[src/rtl/kij_sequencer.sv]
// kij_sequencer: multi-pass kernel-index controller (fill, load, flush, execute, drain, read-out)
module kij_sequencer #(
   parameter int row     = 8,
   parameter int col     = 8,
   parameter int num_inp = 64,
   parameter int kij_len = 9,
   parameter int aw      = $clog2(num_inp)
) (
   input  logic                     clk,
   input  logic                     reset,
   input  logic                     start,
   input  logic                     abort,
   input  logic                     full_l0,
   input  logic                     ready_l0,
   input  logic                     o_valid,
   input  logic                     psum_rd_req,
   output logic                     wr_l0,
   output logic                     rd_l0,
   output logic                     mode,
   output logic [1:0]               inst_w,
   output logic                     rd_ofifo,
   output logic                     psum_wen,
   output logic                     psum_ren,
   output logic [aw-1:0]            psum_addr,
   output logic                     acc,
   output logic                     relu,
   output logic [$clog2(kij_len):0] kij_idx,
   output logic                     iter_done,
   output logic                     compute_done,
   output logic                     busy
);
   localparam int kw = $clog2(kij_len) + 1;
   localparam int cw = $clog2(num_inp + row + col) + 1;
   typedef enum logic [3:0] {IDLE, W_FILL, W_LOAD, W_FLUSH, A_FILL, EXEC, DRAIN, ITER, DONE, READ} state_t;
   state_t state, nxt, go;
   logic [cw-1:0] cnt, lim;
   logic step, jump, last, pop;
   logic [aw-1:0] waddr;
   assign busy = state != IDLE;
   assign pop = rd_ofifo & ~abort;
   // state register
   always_ff @(posedge clk or negedge reset)
      if (!reset) state <= IDLE;
      else state <= nxt;
   // per-state strobes; step marks a cycle that advances the phase count toward lim
   always_comb begin
      wr_l0 = 1'b0;
      rd_l0 = 1'b0;
      mode = 1'b0;
      inst_w = 2'b00;
      rd_ofifo = 1'b0;
      psum_ren = 1'b0;
      iter_done = 1'b0;
      compute_done = 1'b0;
      step = 1'b0;
      jump = 1'b0;
      lim = '0;
      go = state;
      case (state)
         IDLE:    begin jump = start; go = W_FILL; end
         W_FILL:  begin wr_l0 = ~full_l0; step = ~full_l0; lim = cw'(row); go = W_LOAD; end
         W_LOAD:  begin rd_l0 = ready_l0; inst_w = 2'b01; step = ready_l0; lim = cw'(row); go = W_FLUSH; end
         W_FLUSH: begin step = 1'b1; lim = cw'(row + col); go = A_FILL; end
         A_FILL:  begin wr_l0 = ~full_l0; mode = 1'b1; step = ~full_l0; lim = cw'(num_inp); go = EXEC; end
         EXEC:    begin rd_l0 = ready_l0; inst_w = 2'b10; step = ready_l0; lim = cw'(num_inp); go = DRAIN; end
         DRAIN:   begin rd_ofifo = o_valid; step = o_valid; lim = cw'(num_inp); go = ITER; end
         ITER:    begin iter_done = 1'b1; jump = 1'b1; go = (kij_idx + kw'(1) < kw'(kij_len)) ? W_FILL : DONE; end
         DONE:    begin compute_done = 1'b1; jump = psum_rd_req | ~start; go = psum_rd_req ? READ : IDLE; end
         READ:    begin compute_done = 1'b1; psum_ren = 1'b1; step = 1'b1; lim = cw'(num_inp); go = DONE; end
         default: begin jump = 1'b1; go = IDLE; end
      endcase
      last = step && cnt == lim - cw'(1);
      nxt = abort ? IDLE : (last || jump) ? go : state;
      psum_addr = psum_ren ? cnt[aw-1:0] : waddr;
   end
   // phase counter clears on every state change; kernel index steps in ITER
   always_ff @(posedge clk or negedge reset)
      if (!reset) begin
         cnt <= '0;
         kij_idx <= '0;
      end else begin
         cnt <= (nxt != state) ? '0 : cnt + cw'(step);
         kij_idx <= (nxt == IDLE) ? '0 : (state == ITER) ? kij_idx + kw'(1) : kij_idx;
      end
   // psum write lags its OFIFO pop by one cycle; flags are captured with the pop
   always_ff @(posedge clk or negedge reset)
      if (!reset) begin
         psum_wen <= 1'b0;
         acc <= 1'b0;
         relu <= 1'b0;
         waddr <= '0;
      end else begin
         psum_wen <= pop;
         acc <= pop && kij_idx != '0;
         relu <= pop && kij_idx == kw'(kij_len - 1);
         waddr <= pop ? cnt[aw-1:0] : '0;
      end
endmodule

[config.mk]
export PLATFORM = sky130hd
export DESIGN_NAME = kij_sequencer
export DESIGN_NICKNAME = d
export VERILOG_FILES = /design/src/rtl/kij_sequencer.sv
export SDC_FILE = /design/constraint.sdc
export NUM_CORES = 1
export LEC_CHECK = 0
export CAP_MARGIN = 10
export CORE_UTILIZATION = 47
export DETAILED_ROUTE_END_ITERATION = 8
export PLACE_DENSITY = 0.76
export RECOVER_POWER = 25
export SETUP_SLACK_MARGIN = 0.5
export SYNTH_ARGS = -nofsm -noshare
export SYNTH_HDL_FRONTEND = slang
export SYNTH_SLANG_ARGS = --single-unit
[constraint.sdc]
create_clock -name clk -period 2.7 [get_ports clk]
set_clock_uncertainty 0.15 [all_clocks]
set_input_delay 0.81 -clock clk [delete_from_list [all_inputs] [get_ports clk]]
set_output_delay 0.81 -clock clk [all_outputs]
set_load 0.05 [all_outputs]
**Word level (Yosys, flattened, before mapping)**

Index checks and enable logic that the tools add are counted.

- Register bits after elaboration: 26
- Latch bits: 0
- Memory bits (writable): 0
- Bits in read-only memories: 0
- Input bits: 8
- Output and inout bits: 24
- Logic and storage cells: 65
- Memories kept: 0

- Add/sub/neg operators: 3
- Multiply operators: 0
- Div/mod/pow operators: 0
- Order comparisons: 1
- Equality and inequality tests: 12
- Shift-type cells: 0
- Multiplexer cells: 21
- Bitwise gates (word level): 5
- Reductions and logical operators: 16

Operators by type and width:

| operator | count |
|---|---|
| 4-bit case mux with 10 select lines | 1 |
| 7-bit case mux with 3 select lines | 1 |
| 4-bit by 3-bit equality test with 1-bit output (second input constant) | 4 |
| 4-bit two-way mux | 4 |
| 6-bit two-way mux | 2 |
| 5-bit two-way mux | 2 |
| 2-bit OR reduction | 5 |
| 8-bit by 1-bit adder with 8-bit output | 1 |
| 4-bit by 2-bit equality test with 1-bit output (second input constant) | 2 |
| 4-bit equality test (second input constant) | 2 |
| 8-bit equality test | 1 |
| 4-bit logical NOT | 2 |
| 8-bit two-way mux | 1 |
| 8-bit by 1-bit subtractor with 8-bit output (second input constant) | 1 |
| 1-bit two-way mux | 7 |
| 7-bit OR reduction | 1 |
| 5-bit by 1-bit adder with 5-bit output (second input constant) | 1 |
| 5-bit by 4-bit equality test with 1-bit output (second input constant) | 1 |
| 5-bit by 4-bit less-than comparator with 1-bit output (second input constant) | 1 |
| 5-bit nonzero test | 1 |
| 4-bit by 1-bit equality test with 1-bit output (second input constant) | 1 |
| 4-bit inequality test | 1 |
| 1-bit case mux with 4 select lines | 1 |
| 2-bit case mux with 2 select lines | 1 |
| other kinds (9) | 13 |

**Logic depth before layout (Yosys ltp)**

- Depth after elaboration: 11
- Mapped depth: 12
- Mapped depth without buffers: 10

**Worst setup path after synthesis**

No wires, ideal clock.

- Kind: register -> register
- Start: register state[2]
- End: register kij_idx[0]
- Library setup time: 0.143 ns
- Arrival time: 3.633 ns
- Required time: 2.407 ns
- Slack: -1.226 ns
- Cell stages (with the launch flop): 13
- Buffers on the path: 3
- Period minus slack after synthesis: 3.926 ns
- Cell sequence: dfrtp_1 buf_6 nor3b_1 and2_1 buf_2 a31oi_1 ha_1 xor2_1 nand3_1 a211o_1 o21ai_2 buf_4 a211oi_1

- Word-level cells in the longest chain between the ends: 11
- Elaborated cells between the ends (all ways): 29
- Those cells by class: 1 x add/sub; 10 x eq/ne; 7 x mux; 11 x reduce/logical

RTL lines:

| element | line | text |
|---|---|---|
| start: declaration | 35 | `state_t state, nxt, go;` |
| start signal: assignment | 44 | `else state <= nxt;` |
| 4-bit equality test (tied with other cells) | 59 | `case (state)` |
| 4-bit OR reduction (no source line) / 2-bit OR reduction (equally long branches) | - |  |
| 7-bit case mux with 3 select lines | 59 |  |
| 8-bit by 1-bit subtractor with 8-bit output | 72 | `last = step && cnt == lim - cw'(1);` |
| 8-bit equality test | 72 |  |
| 1-bit logical AND | 72 |  |
| 1-bit logical OR | 73 | `nxt = abort ? IDLE : (last \|\| jump) ? go : state;` |
| 4-bit two-way mux (2 in a row) | 73 |  |
| 4-bit logical NOT | 83 | `kij_idx <= (nxt == IDLE) ? '0 : (state == ITER) ? kij_idx + kw'(1) : kij_idx;` |
| 5-bit two-way mux / 2-bit nonzero test (equally long branches) | - |  |
| end signal: assignment | 83 |  |
| end: declaration | 27 | `output logic [$clog2(kij_len):0] kij_idx,` |

Parallel ways exist; a longest one is shown, timed or not.
A chain may end at the register's enable or synchronous reset.

**Final worst setup path**

- Start: register state[1]
- End: output psum_addr[2]

- Word-level cells in the longest chain between the ends: 3

RTL lines:

| element | line | text |
|---|---|---|
| 4-bit equality test | 59 |  |
| 1-bit two-way mux | 59 |  |
| 6-bit two-way mux | 74 | `psum_addr = psum_ren ? cnt[aw-1:0] : waddr;` |
| end: declaration | 24 | `output logic [aw-1:0] psum_addr,` |

No other way between the ends.

==> results.yml <==
routing:
  vias: 2022
  first_pass_iters: 6
  post_drt_wl_per_cell_um: 24.5
  drt-total-wl_mm: 7.59
  antenna_left: 0
  via_per_inst: 6.52
  drcViolationCount: 0
  drtIter0Drc: 182
layout:
  drive_gt1_frac: 0.523
  syn_to_final_growth_pct: 75.2
  instances_no_fill: 310
  nets: 279
  antenna_cells: 0
hold_path:
  worstHoldPathType: "reg2reg"
  min_delay_path_depth: 3
  hp-start: "cnt[7]"
  worst_hold_path.endpoint: "cnt[7]"
global_routing:
  antenna_found_initial: 0
  first_global_vias: 1892
  grtUsageTotal: 0.314
  grt_max_degree: 27
  grt_pass1_wl_mm: 9.66
  overflow: 0
floorplan:
  dieArea_um2: 3970
  num_rows: 21
  pin_count: 32
  die_h_um: 63.0
  start_util: 0.508
  core_um2: 3440
  die_w_um: 63.0
critical_path:
  r2r_setup_slack_ps: -70
  cp_slowest_cell: "dfrtp_2"
  cpMostUsedCell: "buf_8"
  crit_path_max_fanout: 7
  r2r_cells: 10
  path_cells: "nor3b_4, and2_4, buf_8, mux2_4, buf_8"
  critPathLaunch: "state[1]"
  r2r_start: "state[1]"
  worstSetupStartpointType: "flop"
  max_stage_delay_ps: 490
  arrival_ps: 1820
  rr_endpoint: "state[3]"
  cp.required_ps: 1740
  path_class: "reg2out"
  end_kind: "output pin"
sta:
  max_freq_mhz: 360
  worst_slew_margin_rel: 0.531
  hold_ws_ps: 464
  post-route-min-period_ps: 2780
  final_max_slew_viol_count: 0
  tightest_slew_ps: 704
  timing.final.crit_share: 1.03
  worst_slack_ps: -80.0
  finalHoldViolCount: 0
  setup_viol: 8
  rsz0062_at_grt: "yes"
synth:
  synth_flop_cell: "dfrtp_1"
  synth.most_common_cell: "dfrtp_1"
  synth_edf_count: 0
  netlist_instances: 189
  synth_area_leaders: "dfrtp_1, nand2_1, xnor2_1"
  ys_types: 52
  seq_area_frac_synth: 0.372
  synth_top_area_share: 0.372
  yosysWarnings: 0
  synth_common_cells: "dfrtp_1, nand2_1, nor2_1"
  synth_area_um2: 1750
  ys_ff_latch: 26
  synth_nets: 203
  synthArstFlopShare: 1.00
  synth_top_area_cell: "dfrtp_1"
  synth.avg_cell_area_um2: 9.25
clock_network:
  cts_max_path_buffers: 2
  clk_pin_slew_ps: 100
  htree_levels: 1
  cts_root_buf: "clkbuf_8"
  clkLatencyLatePin_ps: 280
  cts_tree: "built"
  clkSinkCount: 26
  numCtsBuffers: 3
outcome:
  violations: "setup timing"
  outcome: "complete, but fails checks"
run:
  cap_violations: 0
placement:
  place.port_buffers: 31
  place_congestion: 0.815
  dp_hpwl_mm: 3.35
  placed_cells: 283
power:
  p_total_mw: 1.05
  ir_drop_mv: 0.368
  power_leakage_nw: 1.36
  powerDensity_nw_per_um2: 342
[worst max-delay path, delay by kind of cell (launching register included)]
kind / cells / cell delay [ps]
buffers and inverters: 2 / 290
DFF: 1 / 490
muxes: 1 / 320
and+or+nand+nor: 2 / 440
[metrics by stage]
stage	cell area, µm²	setup slack [ps]	TNS [ps]	utilization
4_1_cts	2860	25.5	0	0.832
3_5_place_dp	2390	-408	-2210	0.695
6_report	3060	-80.0	-509	0.889
3_3_place_gp	2390	-326	-1170	0.695
5_1_grt	3060	-92.0	-571	0.889
2_1_floorplan	1840	-270	-4470	-
[power breakdown]
group / total, mW / leakage (nW) / switching (mW) / internal, mW
Sequential: 0.413 / 0.355 / 0.0161 / 0.397
Clock: 0.344 / 0.0357 / 0.145 / 0.199
Combinational: 0.290 / 0.971 / 0.150 / 0.140
Total: 1.05 / 1.36 / 0.311 / 0.736
[metal layers]
metal  global-route usage  share of wire
met5                    0              0
met4               0.0756          0.057
met3               0.0274          0.083
met2                0.566           0.49
met1                0.399           0.37
[state kept, by name, indices dropped and copies added (netlist names)]
name,flops
cnt,8
waddr,6
kij_idx,5
state,4
acc,1
psum_wen,1
relu,1
[cells by family after synthesis]
group                    count (synthesis)  share of synthesized area
AO/OA/AOI/OAI                           41                      0.183
XOR/XNOR                                17                     0.0852
adder cells (fa/ha/maj)                  6                     0.0429
buffers and inverters                   20                     0.0551
flip-flops                              26                      0.372
multiplexers                             7                     0.0444
AND/OR/NAND/NOR                         72                      0.217
[layout make-up]
| type | count | area (µm²) |
|---|---|---|
| Clock buffer | 3 | 41.3 |
| Clock inverter | 1 | 30.0 |
| Fill cell | 140 | 380 |
| Inverter | 7 | 28.8 |
| Multi-Input combinational cell | 143 | 1350 |
| Sequential cell | 26 | 656 |
| Tap cell | 46 | 57.6 |
| Timing Repair Buffer | 84 | 901 |
[worst max path at each step]
stage               cells after the start           end  slack (ps)
floorplan                              12    kij_idx[0]        -270
global placement                       10        cnt[6]        -330
detailed placement                     10        cnt[6]        -410
CTS                                     5  psum_addr[4]          30
global route                           10      state[3]         -90
finish                                  5  psum_addr[2]         -80
[layout by cell type, fill, tap and decap left out, types with 3 or more instances in the layout]
cell             count
dfrtp_1             22
o21ai_0              3
a211oi_2             8
buf_6               13
nand3_1              6
buf_12              10
xor2_1               7
inv_2                3
dlygate4sd2_1        5
nor2_1               8
and3_1               7
nand2_1             20
a21oi_1              5
dfrtp_2              4
buf_4               35
clkbuf_8             3
buf_8                9
ha_4                 4
nand2b_1             3
clkbuf_2             3
xnor2_1              7
mux2_4               6
inv_1                3
clkdlybuf4s50_1      3
[timing repair]
action / in CTS / in global routing
buffers inserted: 15 / 7
endpoints found under the setup margin: 41 / 36
pin swaps: 15 / 19
resized for setup: 79 / 42
gates cloned: 1 / 0
hold buffers: 0 / 0
No activity file was read; power rests on OpenSTA's default activity.
